### src/rtl/dm_copy_engine.sv
// Word copy engine: copies len 32-bit words from byte address src to dst through the data-memory port.
// Optional DM_COPY_FILL_EN adds a fill mode that writes fill_val to the dst range without reading.
module dm_copy_engine #(
    parameter int unsigned ADDR_W   = 14,
    parameter int unsigned DM_BYTES = 12288,
    parameter int unsigned LEN_W    = 12
) (
    input  logic              clk,
    input  logic              rst_n,
    input  logic              start,
    input  logic [ADDR_W-1:0] src,
    input  logic [ADDR_W-1:0] dst,
    input  logic [LEN_W-1:0]  len,
`ifdef DM_COPY_FILL_EN
    input  logic              fill,
    input  logic [31:0]       fill_val,
`endif
    output logic              busy,
    output logic              done,
    output logic              err,
    output logic [ADDR_W-1:0] dm_addr,
    output logic [31:0]       dm_din,
    output logic              dm_we,
    input  logic [31:0]       dm_dout
);

    localparam int unsigned CHK_W = 16;

    typedef enum logic [1:0] {
        S_IDLE  = 2'd0,
        S_READ  = 2'd1,
        S_WRITE = 2'd2,
        S_DONE  = 2'd3
    } state_e;

    state_e              state_q, state_d;
    logic [ADDR_W-1:0]   sa_q, sa_d;
    logic [ADDR_W-1:0]   da_q, da_d;
    logic [LEN_W-1:0]    cnt_q, cnt_d;
    logic [31:0]         buf_q, buf_d;
    logic                err_q, err_d;
    logic                fill_q, fill_d;

    logic                req_fill_c;
    logic [31:0]         fill_word_c;
    logic [CHK_W-1:0]    src_end_c;
    logic [CHK_W-1:0]    dst_end_c;
    logic                range_err_c;

`ifdef DM_COPY_FILL_EN
    assign req_fill_c  = fill;
    assign fill_word_c = fill_val;
`else
    assign req_fill_c  = 1'b0;
    assign fill_word_c = 32'h0;
`endif

    // End-of-range check in 16 bits so that no operand combination can wrap.
    always_comb begin
        src_end_c   = CHK_W'(src) + (CHK_W'(len) << 2);
        dst_end_c   = CHK_W'(dst) + (CHK_W'(len) << 2);
        range_err_c = (dst_end_c > CHK_W'(DM_BYTES))
                    | ((src_end_c > CHK_W'(DM_BYTES)) & ~req_fill_c);
    end

    always_ff @(posedge clk) begin
        if (!rst_n) begin
            state_q <= S_IDLE;
            sa_q    <= '0;
            da_q    <= '0;
            cnt_q   <= '0;
            buf_q   <= '0;
            err_q   <= 1'b0;
            fill_q  <= 1'b0;
        end else begin
            state_q <= state_d;
            sa_q    <= sa_d;
            da_q    <= da_d;
            cnt_q   <= cnt_d;
            buf_q   <= buf_d;
            err_q   <= err_d;
            fill_q  <= fill_d;
        end
    end

    always_comb begin
        state_d = state_q;
        sa_d    = sa_q;
        da_d    = da_q;
        cnt_d   = cnt_q;
        buf_d   = buf_q;
        err_d   = err_q;
        fill_d  = fill_q;
        unique case (state_q)
            S_IDLE: begin
                if (start) begin
                    sa_d   = src;
                    da_d   = dst;
                    cnt_d  = len;
                    fill_d = req_fill_c;
                    err_d  = range_err_c;
                    buf_d  = req_fill_c ? fill_word_c : 32'h0;
                    if (range_err_c || (len == '0)) begin
                        state_d = S_DONE;
                    end else if (req_fill_c) begin
                        state_d = S_WRITE;
                    end else begin
                        state_d = S_READ;
                    end
                end
            end
            S_READ: begin
                buf_d   = dm_dout;
                sa_d    = sa_q + ADDR_W'(4);
                state_d = S_WRITE;
            end
            S_WRITE: begin
                da_d  = da_q + ADDR_W'(4);
                cnt_d = cnt_q - LEN_W'(1);
                if (cnt_q == LEN_W'(1)) begin
                    state_d = S_DONE;
                end else if (fill_q) begin
                    state_d = S_WRITE;
                end else begin
                    state_d = S_READ;
                end
            end
            S_DONE: begin
                err_d   = 1'b0;
                state_d = S_IDLE;
            end
            default: state_d = S_IDLE;
        endcase
    end

    // Port outputs are decoded from the state register; the write strobe is also gated by reset.
    always_comb begin
        busy    = (state_q != S_IDLE);
        done    = (state_q == S_DONE);
        err     = (state_q == S_DONE) & err_q;
        dm_we   = (state_q == S_WRITE) & rst_n;
        dm_addr = '0;
        dm_din  = 32'h0;
        if (state_q == S_READ) begin
            dm_addr = sa_q;
        end else if (state_q == S_WRITE) begin
            dm_addr = da_q;
            dm_din  = buf_q;
        end
    end

endmodule

### config.mk
export PLATFORM = sky130hd
export DESIGN_NAME = dm_copy_engine
export DESIGN_NICKNAME = d
export VERILOG_FILES = /design/src/rtl/dm_copy_engine.sv
export SDC_FILE = /design/constraint.sdc
export NUM_CORES = 1
export LEC_CHECK = 0
export ABC_CLOCK_PERIOD_IN_PS = 8100
export BUFFER_PORTS_ARGS = -buffer_cell sky130_fd_sc_hd__buf_2
export CORE_MARGIN = 2
export CORE_UTILIZATION = 25
export DETAILED_ROUTE_END_ITERATION = 12
export PLACE_DENSITY_LB_ADDON = 0.05
export SLEW_MARGIN = 20
export SYNTH_ARGS = -nofsm -noshare
export SYNTH_HDL_FRONTEND = slang
export SYNTH_SLANG_ARGS = --single-unit
### constraint.sdc
create_clock -name clk -period 8.1 [get_ports clk]
set_clock_uncertainty 0.05 [all_clocks]
set_input_delay 1.215 -clock clk [delete_from_list [all_inputs] [get_ports clk]]
set_output_delay 1.215 -clock clk [all_outputs]
set_load 0.05 [all_outputs]
Word level (Yosys, flattened, before mapping)
Cells that the tools add are included.
{"block": "word_totals", "ff_bits": 75, "out_inout_bits": 50}
{"block": "op_classes", "reduce_logical": 10, "add_sub_neg": 5, "n_bitwise": 3, "magnitude_cmp": 2, "mux": 18, "n_eq_ne": 5}
{"operator": "two-way mux 32 bit", "count": 3}
{"operator": "one-hot mux 32 bit (2 select lines)", "count": 1}
{"operator": "two-way mux 14 bit", "count": 4}
{"operator": "one-hot mux 14 bit (2 select lines)", "count": 2}
{"operator": "adder 14 x 14 -> 15 bit", "count": 2}
{"operator": "> comparator 15 x 14 -> 1 bit (second input constant)", "count": 2}
{"operator": "adder 14 x 3 -> 14 bit (second input constant)", "count": 2}
{"operator": "one-hot mux 12 bit (2 select lines)", "count": 1}
{"operator": "== test 12 x 1 -> 1 bit (second input constant)", "count": 1}
{"operator": "zero test 12 bit", "count": 1}
{"operator": "two-way mux 12 bit", "count": 1}
{"operator": "subtractor 12 x 1 -> 12 bit (second input constant)", "count": 1}
{"operator": "one-hot mux 2 bit (4 select lines)", "count": 1}
{"operator": "nonzero test 2 bit", "count": 4}
{"operator": "two-way mux 2 bit", "count": 3}
{"operator": "AND reduction 2 bit", "count": 3}
{"operator": "== test 2 bit (second input constant)", "count": 2}
{"operator": "AND 1 bit", "count": 2}
{"operator": "== test 2 x 1 -> 1 bit (second input constant)", "count": 1}
{"operator": "zero test 2 bit", "count": 1}
{"operator": "!= test 2 bit (second input constant)", "count": 1}
{"operator": "one-hot mux 1 bit (2 select lines)", "count": 1}
{"operator": "logical OR 1 bit", "count": 1}
{"operator": "two-way mux 1 bit", "count": 1}
{"operator": "bitwise OR 1 bit", "count": 1}

Longest topological paths before layout
Gate-level depths: netlist of run 1.
{"block": "logic_depth", "word_depth": 7, "ltp_mapped": 10}

Least setup slack after synthesis of run 1
Ideal clock, no wire load.
{"block": "synth_timing", "kind": "input port to output port", "from": "input port rst_n", "to": "output port dm_we", "cell_stages": 5, "n_path_buf": 3, "slack_ns": 4.117, "t_arrival_ns": 2.718, "path_cell_list": "clkbuf_1 > clkinv_1 > clkbuf_1 > clkbuf_1 > nor2_1"}
{"block": "synth_between", "elab_chain_cells": 1}
{"item": "start, declared", "line": "9", "rtl": "input logic rst_n,"}
{"item": "AND 1 bit", "line": "141", "rtl": "dm_we = (state_q == S_WRITE) & rst_n;"}
{"item": "end, declared", "line": "23", "rtl": "output logic dm_we,"}
No other way between the ends.

Worst setup path in the final report of run 1
{"block": "layout_timing", "from": "register state_q[0]", "to": "output port dm_addr[11]"}
{"block": "layout_between", "elab_chain_cells": 3, "elab_cells_between_ends": 4}
{"item": "start, declared", "line": "36", "rtl": "state_e state_q, state_d;"}
{"item": "start signal, assigned", "line": "76", "rtl": "state_q <= state_d;"}
{"item": "== test 2 bit", "line": "146", "rtl": "end else if (state_q == S_WRITE) begin"}
{"item": "two-way mux 14 bit", "line": "146"}
{"item": "two-way mux 14 bit *", "line": "144", "rtl": "if (state_q == S_READ) begin"}
{"item": "end, declared", "line": "21", "rtl": "output logic [ADDR_W-1:0] dm_addr,"}
Every way passes the cells marked *; elsewhere a longest branch is shown, timed or not.

==> impl_metrics.json, run 1 <==
{
  "ir_drop_mv": 0.1040,
  "met1_usage_pct": 23.70,
  "power_density_nw_per_um2": 201.9,
  "core.rowCount": 51,
  "synth_area_um2": 5011,
  "most-common-layout-cells": "buf_2 (124), nand2_1 (84), a21oi_1 (80)",
  "synth-simple-area-share_pct": 26.04,
  "synth_top_family_by_area": "compound AO/OA/AOI/OAI gates",
  "die_area_um2": 21190,
  "ys_ff_latch": 75,
  "fillerInstances": 2135,
  "drv_cap": 0,
  "crit_family": "buffers and inverters",
  "numCtsBuffers": 9,
  "cts_tree": "done",
  "die_width_um": 145.6,
  "criticalPathCategory": "flip-flop to output port",
  "area_growth_pct": 23.82,
  "finalSetupViolCount": 0,
  "crit_path_end_kind": "output port",
  "met2_usage_pct": 29.72,
  "max_freq_ghz": 0.2598,
  "avgSynthCellArea_um2": 7.391,
  "synth_nets": 783,
  "cp_slowest_cell": "dfxtp_1",
  "core_um2": 19590,
  "synthMuxAreaShare_pct": 0.9988,
  "initial_core_util_pct": 25.58,
  "drt_iter0_drc": 361,
  "crit_buf_inv": 3,
  "mostFrequentLayoutCell": "buf_2",
  "drive_gt1_share_pct": 19.85,
  "max-slew-margin-rel_pct": 34.48,
  "cts.sinks": 75,
  "synth-compound-area-share_pct": 29.26,
  "grt_usage_pct": 17.91,
  "crit_path_start_kind": "flip-flop",
  "outcome": "complete, no violations",
  "min_period_ps": 3849,
  "via_count": 5491,
  "clk_pin_slew_ps": 60,
  "timing.final.crit_share_pct": 47.52,
  "finalMaxSlewViolations": 0,
  "grt_pass1_vias": 5267,
  "post-route-cell-area_um2": 6205,
  "antennaDiodeCount": 0,
  "cp.required_ps": 6840,
  "worstPathMaxFanout": 51,
  "grt-busiest-layer": "met2",
  "htree_levels": 3,
  "rsz0062_at_grt": "false",
  "gp_congestion": 0.8487,
  "grt_pass1_wl_mm": 29.75,
  "synth_edf_count": 0,
  "hp-class": "flip-flop to flip-flop",
  "ys_seq_area_share_pct": 29.96,
  "hpwl_mm": 13.77,
  "ant_nets": 0,
  "synth-adder-area-share_pct": 7.790,
  "synth-xor-area-share_pct": 1.573,
  "clock_latency_ps": 340,
  "post_dp_cell_area_um2": 5856,
  "synth_warnings": 0,
  "p_leak_uw": 0.002676,
  "grt_antenna_before_repair": 0,
  "worst_pin_slew_ps": 979.2,
  "setup_tns_ps": 0,
  "drc": 0,
  "async_reset_ff_share_pct": 0,
  "die_h_um": 145.6,
  "wl_per_cell_um": 18.33,
  "root_buffer": "clkbuf_16",
  "use_met3_pct": 3.511,
  "arrival_ps": 2580,
  "io_buffers": 124,
  "crit_path_max_incr_delay_ps": 620,
  "overflow": 0,
  "synthCells": 678,
  "via_per_inst": 5.250,
  "cts_resized": 0,
  "io_pins": 125,
  "hold_buffers": 0,
  "fin_nets": 881,
  "dr.pass1.iters": 6,
  "postRouteWirelength_mm": 19.18,
  "cts_setup_buffers": 0,
  "path_cells": "inv_1, nor2_4, buf_4, a22o_1, buf_2",
  "grt_max_degree": 69,
  "cts_max_path_buffers": 2,
  "yosys_most_used_dff": "dfxtp_1",
  "hold_viol": 0,
  "synth_cell_type_count": 59
}
## area by class of cell
type                    instances  area [µm²]  share of cell area [%]
clock buffers                  13       270.3                   4.356
clock inverters                 3       45.04                  0.7260
inverters                      15       56.30                  0.9074
multi-input cells             545        3314                   53.42
flip-flops and latches         75        1501                   24.20
well taps                     265       331.6                   5.344
repair buffers                130       685.7                   11.05
## tightest hold or removal path: stages (launching register included)
cell and delay (ps):
dfxtp_1 310, nand2_1 50, a21oi_1 50
## layer usage
metal  share of wire [%]  vias up
met5                   0        -
met4                 1.7        0
met3                 4.1       19
met2                  47      141
met1                  47     2656
li1                    -     2675
## state kept, by name, indices dropped and copies added (netlist names)
| signal | cells |
|---|---|
| cnt_q | 12 |
| err_q | 1 |
| buf_q | 32 |
| da_q | 14 |
| state_q | 2 |
| sa_q | 14 |
## path summary, 6_finish.rpt
check / start / endpoint / slack [ps] / depth (start not counted)
hold reg to reg: da_q[0] / da_q[0] / 410 / 2
setup reg to reg: state_q[0] / cnt_q[11] / 5410 / 8
hold / removal: da_q[0] / da_q[0] / 410 / 2
setup / recovery: state_q[0] / dm_addr[11] / 4250 / 5
## cell usage after synthesis, drive strengths merged (4+ instances only)
master / n / area (µm²)
nand2: 84 / 315.3
a21oi: 80 / 400.4
dfxtp: 75 / 1501
nor2: 65 / 244.0
nand3: 44 / 220.2
o21ai: 40 / 200.2
clkbuf: 38 / 142.6
and2: 33 / 206.5
ha: 28 / 350.3
and3: 18 / 112.6
a211oi: 14 / 115.1
a22o: 14 / 122.6
inv: 14 / 52.55
a21o: 8 / 60.06
a31oi: 8 / 50.05
nor4: 8 / 50.05
o211ai: 8 / 60.06
a22oi: 7 / 52.55
nand2b: 7 / 43.79
xnor2: 7 / 61.31
a221oi: 5 / 43.79
a222oi: 5 / 50.05
buf: 5 / 20.01
mux2i: 5 / 50.05
nor3: 5 / 25.02
a2111oi: 4 / 41.29
nor2b: 4 / 25.02
o31ai: 4 / 30.03
## logic make-up (layout without fill, tap and decap cells)
family / count (synthesis) / count (layout)
simple gates: 276 / 276
compound gates: 225 / 225
flops: 75 / 75
buf+inv: 58 / 161
xor+xnor: 9 / 9
fa+ha+maj: 30 / 30
mux: 5 / 5
## through the flow
| stage | hold WS [ps] | power [µW] | utilization (%) | std cells | worst slack [ps] |
|---|---|---|---|---|---|
| 3_3_place_gp | 400.2 | 826.9 | 29.89 | 1029 | 4045 |
| 6_report | 410.2 | 1253 | 31.67 | 1046 | 4251 |
| 2_1_floorplan | 386.0 | 706.3 | - | 678 | 4117 |
| 4_1_cts | 413.1 | 1264 | 31.50 | 1045 | 4005 |
| 5_1_grt | 431.0 | 1328 | 31.67 | 1046 | 4087 |
| 3_5_place_dp | 401.4 | 829.0 | 29.89 | 1029 | 4013 |
## power breakdown
part	switching (µW)	internal, µW
registers	42.1	405
clock network	162	264
logic	248	132
Power figures use the tool's default switching activity.
==> inputs of run 2 (changes only) <==
--- a/config.mk
+++ b/config.mk
@@ -5,7 +5,7 @@
 export SDC_FILE = /design/constraint.sdc
 export NUM_CORES = 1
 export LEC_CHECK = 0
-export ABC_CLOCK_PERIOD_IN_PS = 8100
+export ABC_CLOCK_PERIOD_IN_PS = 3600
 export BUFFER_PORTS_ARGS = -buffer_cell sky130_fd_sc_hd__buf_2
 export CORE_MARGIN = 2
 export CORE_UTILIZATION = 25
==> constraint.sdc (replaced) <==
create_clock -name clk -period 3.6 [get_ports clk]
set_clock_uncertainty 0.05 [all_clocks]
set_input_delay 0.54 -clock clk [delete_from_list [all_inputs] [get_ports clk]]
set_output_delay 0.54 -clock clk [all_outputs]
set_load 0.05 [all_outputs]
==> run 2 against run 1 <==
Wire length is 0.71% higher. First-iteration DRC count is 14% lower. Critical path depth stayed put. Clock power is 110% higher. Die area stayed put. Final cell count is 0.38% higher. Global-route usage is 0.17 points higher. Sequential power is 120% higher. Non-clock buffer count is 5 higher. Register-to-register slack worse by 4200 ps. Hold slack worse by 25 ps.
==> impl_metrics.json, run 2 (same netlist as run 1, synthesis figures left out) <==
{
  "ir_drop_mv": 0.2196,
  "grt_pass1_vias": 5351,
  "grt_antenna_before_repair": 0,
  "numCtsBuffers": 9,
  "wl_per_cell_um": 18.39,
  "hpwl_mm": 14.07,
  "r2r_cells": 7,
  "largest-register": "buf_q",
  "power_frac_seq_pct": 36.0,
  "grt_usage_pct": 18.08,
  "cts_resized": 0,
  "clk_pin_slew_ps": 60,
  "fin_nets": 886,
  "htree_levels": 3,
  "switching_share_pct": 36.79,
  "max_freq_ghz": 0.3212,
  "hold_viol": 0,
  "cts_tree": "done",
  "total_power_uw": 2756,
  "power_density_nw_per_um2": 445.6,
  "initial_core_util_pct": 25.58,
  "mostFrequentLayoutCell": "buf_2",
  "reg_top3": "buf_q: 32 flops, da_q: 14 flops, sa_q: 14 flops",
  "post-route-cell-area_um2": 6185,
  "path_cells": "inv_1, nor2_4, nand2_1, o21ai_0, buf_2",
  "core_um2": 19590,
  "cp_slowest_cell": "dfxtp_1",
  "clock_latency_ps": 340,
  "die_area_um2": 21190,
  "crit_path_max_incr_delay_ps": 600,
  "most-common-layout-cells": "buf_2 (124), nand2_1 (84), a21oi_1 (80)",
  "worst_pin_slew_ps": 827.1,
  "cts.sinks": 75,
  "postRouteWirelength_mm": 19.31,
  "io_pins": 125,
  "hold_buffers": 0,
  "hp-class": "input port to flip-flop",
  "area_growth_pct": 23.42,
  "largest_reg_flops": 32,
  "cts_max_path_buffers": 2,
  "ant_nets": 0,
  "grt_pass1_wl_mm": 30.11,
  "finalSetupViolCount": 0,
  "arrival_ps": 2520,
  "dr.pass1.iters": 5,
  "post_dp_cell_area_um2": 5893,
  "overflow": 0,
  "via_count": 5505,
  "drc": 0,
  "finalMaxSlewViolations": 0,
  "root_buffer": "clkbuf_16",
  "die_h_um": 145.6,
  "p_comb_share_pct": 31.7,
  "hold_depth": 3,
  "outcome": "complete, no violations",
  "drt_iter0_drc": 312,
  "drv_cap": 0,
  "setup_tns_ps": 0,
  "timing.final.crit_share_pct": 86.48,
  "antennaDiodeCount": 0,
  "cp.required_ps": 3010,
  "crit_path_start_kind": "flip-flop",
  "gp_congestion": 0.8532,
  "via_per_inst": 5.243,
  "clock_power_share_pct": 32.4,
  "crit_path_end_kind": "output port",
  "drive_gt1_share_pct": 19.87,
  "core.rowCount": 51,
  "cts_setup_buffers": 0,
  "die_width_um": 145.6,
  "p_leak_uw": 0.002681,
  "internal_power_uw": 1742,
  "switching_power_uw": 1014,
  "grt_max_degree": 69,
  "max-slew-margin-rel_pct": 44.86,
  "min_period_ps": 3113,
  "criticalPathCategory": "flip-flop to output port",
  "io_buffers": 124,
  "worstPathMaxFanout": 22,
  "rsz0062_at_grt": "false"
}
[run 2: changes by cell type in the layout (fill, tap and decap cells not counted), sizes merged]
cell      change
clkinv        +2
clkbuf        -1
clkinvlp      -2
buf           +5
[run 2: per-layer routing]
layer,track usage [%],part of all wire (%)
met5,0,0
met4,4.412,1.5
met3,3.636,5.2
met2,30.28,48
met1,23.92,46
[run 2: power groups by stage]
stage	registers [µW]	clock network [µW]	logic [µW]
5_1_grt	1000	946	970
2_1_floorplan	978	0	611
3_3_place_gp	1010	0	863
4_1_cts	990	923	871
3_5_place_dp	1010	0	867
6_report	992	892	873
[run 2: worst max-delay path: cells and delay by family (launching register included)]
kind            cells  cell delay [ps]
flops               1              600
buf+inv             2              650
simple gates        2              780
compound gates      1              140
[run 2: worst paths after layout]
check                    from          to  slack, ps
hold / removal    dm_dout[15]   buf_q[15]        390
hold reg to reg     buf_q[31]   buf_q[31]        410
setup reg to reg   state_q[0]   cnt_q[11]       1230
setup / recovery   state_q[0]  dm_addr[2]        490
[run 2: final cells by class]
class / count / area (µm²)
clock buffer: 12 / 236.5
clock inverter: 3 / 40.04
fill: 2156 / 13410
inverter: 15 / 56.30
multi-input combinational: 545 / 3308
sequential: 75 / 1501
tap: 265 / 331.6
timing repair buffer: 135 / 710.7
[run 2: through the flow]
stage | util [%] | std cells | hold WS [ps] | setup slack (ps)
floorplan | - | 678 | 386.0 | 596.1
global placement | 30.08 | 1034 | 399.9 | 210.9
detailed placement | 30.08 | 1034 | 403.8 | 206.3
CTS | 31.49 | 1049 | 371.5 | 499.1
global route | 31.57 | 1050 | 378.3 | 328.9
finish | 31.57 | 1050 | 385.6 | 486.8
==> inputs of run 3 (changes only) <==
--- a/config.mk
+++ b/config.mk
@@ -7,6 +7,7 @@
 export LEC_CHECK = 0
 export ABC_CLOCK_PERIOD_IN_PS = 3600
 export BUFFER_PORTS_ARGS = -buffer_cell sky130_fd_sc_hd__buf_2
+export CORE_ASPECT_RATIO = 1.4
 export CORE_MARGIN = 2
 export CORE_UTILIZATION = 25
 export DETAILED_ROUTE_END_ITERATION = 12
==> constraint.sdc (replaced) <==
create_clock -name clk -period 3.6 [get_ports clk]
set_clock_uncertainty 0.05 [all_clocks]
set_input_delay 0.72 -clock clk [delete_from_list [all_inputs] [get_ports clk]]
set_output_delay 0.72 -clock clk [all_outputs]
set_load 0.05 [all_outputs]
==> run 3 against run 2 <==
Non-clock buffer count up 7. Register-to-register slack better by 50 ps. Via count down 0.82%. Sequential share of layout area down 0.15 points. Core utilization down 0.088 points. Wire length down 0.66%. Critical path depth up 8. Sequential cell count unchanged. Hold slack better by 26 ps. Critical path type is now input port to flip-flop. Critical endpoint is now err_q. Largest power group unchanged.
==> impl_metrics.json, run 3 (same netlist as run 1, synthesis figures left out) <==
{
  "setup_tns_ps": 0,
  "max_freq_ghz": 0.3132,
  "grt_max_degree": 69,
  "cts.sinks": 75,
  "cts_resized": 0,
  "reg_top3": "buf_q: 32 flops, da_q: 14 flops, sa_q: 14 flops",
  "die_area_um2": 21210,
  "grt_antenna_before_repair": 0,
  "area_growth_pct": 24.19,
  "crit_path_end_kind": "flip-flop",
  "finalSetupViolCount": 0,
  "mostFrequentLayoutCell": "buf_2",
  "core_um2": 19770,
  "cts_max_path_buffers": 2,
  "rsz0062_at_grt": "false",
  "via_per_inst": 5.225,
  "timing.final.crit_share_pct": 88.70,
  "cts_tree": "done",
  "max-slew-margin-rel_pct": 45.22,
  "grt_pass1_vias": 5322,
  "drc": 0,
  "clock_power_share_pct": 32.8,
  "hp-class": "flip-flop to flip-flop",
  "worst_pin_slew_ps": 821.7,
  "clk_pin_slew_ps": 70,
  "p_comb_share_pct": 31.4,
  "drive_gt1_share_pct": 21.06,
  "drv_cap": 0,
  "r2r_cells": 6,
  "fin_nets": 893,
  "p_leak_uw": 0.002711,
  "die_h_um": 171.5,
  "dp_worst_setup_slack_ps": 59.81,
  "arrival_ps": 3420,
  "total_power_uw": 2779,
  "numCtsBuffers": 9,
  "overflow": 0,
  "hpwl_mm": 14.51,
  "htree_levels": 3,
  "internal_power_uw": 1696,
  "use_met3_pct": 2.221,
  "worstPathMaxFanout": 4,
  "holdWs_ps": 411.8,
  "cts_setup_buffers": 0,
  "io_buffers": 124,
  "multiInputGateArea_um2": 3308,
  "crit_path_start_kind": "input port",
  "drt_iter0_drc": 297,
  "via_count": 5460,
  "grt-busiest-layer": "met2",
  "wl_per_cell_um": 18.36,
  "gp_congestion": 0.8592,
  "hold_depth": 2,
  "criticalPathCategory": "input port to flip-flop",
  "ant_nets": 0,
  "ir_drop_mv": 0.2043,
  "clock_latency_ps": 350,
  "power_frac_seq_pct": 35.8,
  "switching_share_pct": 38.96,
  "root_buffer": "clkbuf_16",
  "switching_power_uw": 1083,
  "postRouteWirelength_mm": 19.19,
  "initial_core_util_pct": 25.35,
  "hold_viol": 0,
  "most-common-layout-cells": "buf_2 (124), nand2_1 (84), a21oi_1 (80)",
  "dr.pass1.iters": 5,
  "antennaDiodeCount": 0,
  "hold_buffers": 0,
  "power_density_nw_per_um2": 446.5,
  "die_width_um": 123.7,
  "grt_usage_pct": 18.09,
  "min_period_ps": 3193,
  "met1_usage_pct": 20.94,
  "core.rowCount": 61,
  "outcome": "complete, no violations",
  "finalMaxSlewViolations": 0,
  "grt_pass1_wl_mm": 28.95,
  "seq_area_um2": 1501,
  "worst_slack_ps": 406.9,
  "fillerInstances": 2181,
  "largest-register": "buf_q",
  "met2_usage_pct": 33.33,
  "cp.required_ps": 3830,
  "largest_reg_flops": 32,
  "io_pins": 125,
  "final_util_pct": 31.48
}
## run 3: area by class of cell
cell class                      count  area share, %
Clock buffer                        9          3.619
Clock inverter                      7         0.9851
Inverter                           15         0.9047
Multi-Input combinational cell    545          53.16
Sequential cell                    75          24.13
Tap cell                          252          5.066
Timing Repair Buffer              142          12.14
## run 3: path summary, 6_finish.rpt
path / slack [ps] / to / start
min: 410 / da_q[1] / da_q[1]
max: 410 / err_q / len[0]
min reg2reg: 410 / da_q[1] / da_q[1]
max reg2reg: 1280 / cnt_q[11] / state_q[1]
## run 3: worst max-delay path, cell delays in order
cell	delay, ps
buf_2	140
buf_4	150
ha_1	220
fa_1	450
a21oi_1	230
a2bb2oi_1	260
buf_4	150
a211oi_1	90
nor4_1	330
a311o_1	160
o22ai_1	70
and3_1	220
a211oi_2	210
## run 3: power by group through the flow
stage / combinational [µW] / clock (µW) / sequential (µW)
after global placement: 874 / 0 / 1010
after global routing: 973 / 985 / 1010
after floorplan: 611 / 0 / 978
after CTS: 884 / 950 / 995
after detailed placement: 880 / 0 / 1010
final: 872 / 913 / 994
## run 3: layer usage
layer  wire length, µm  vias to the layer above  part of all wire, %
li1                  -                     2698                    -
met4               471                        0                  2.5
met3               853                       27                  4.4
met5                 0                        -                    0
met1              7935                     2573                   41
met2              9925                      162                   52
## run 3: per-stage QoR
stage / std cells / area, µm²
floorplan: 678 / 5011
global placement: 1029 / 5937
detailed placement: 1029 / 5937
finish: 1045 / 6223
CTS: 1045 / 6223
global route: 1045 / 6223
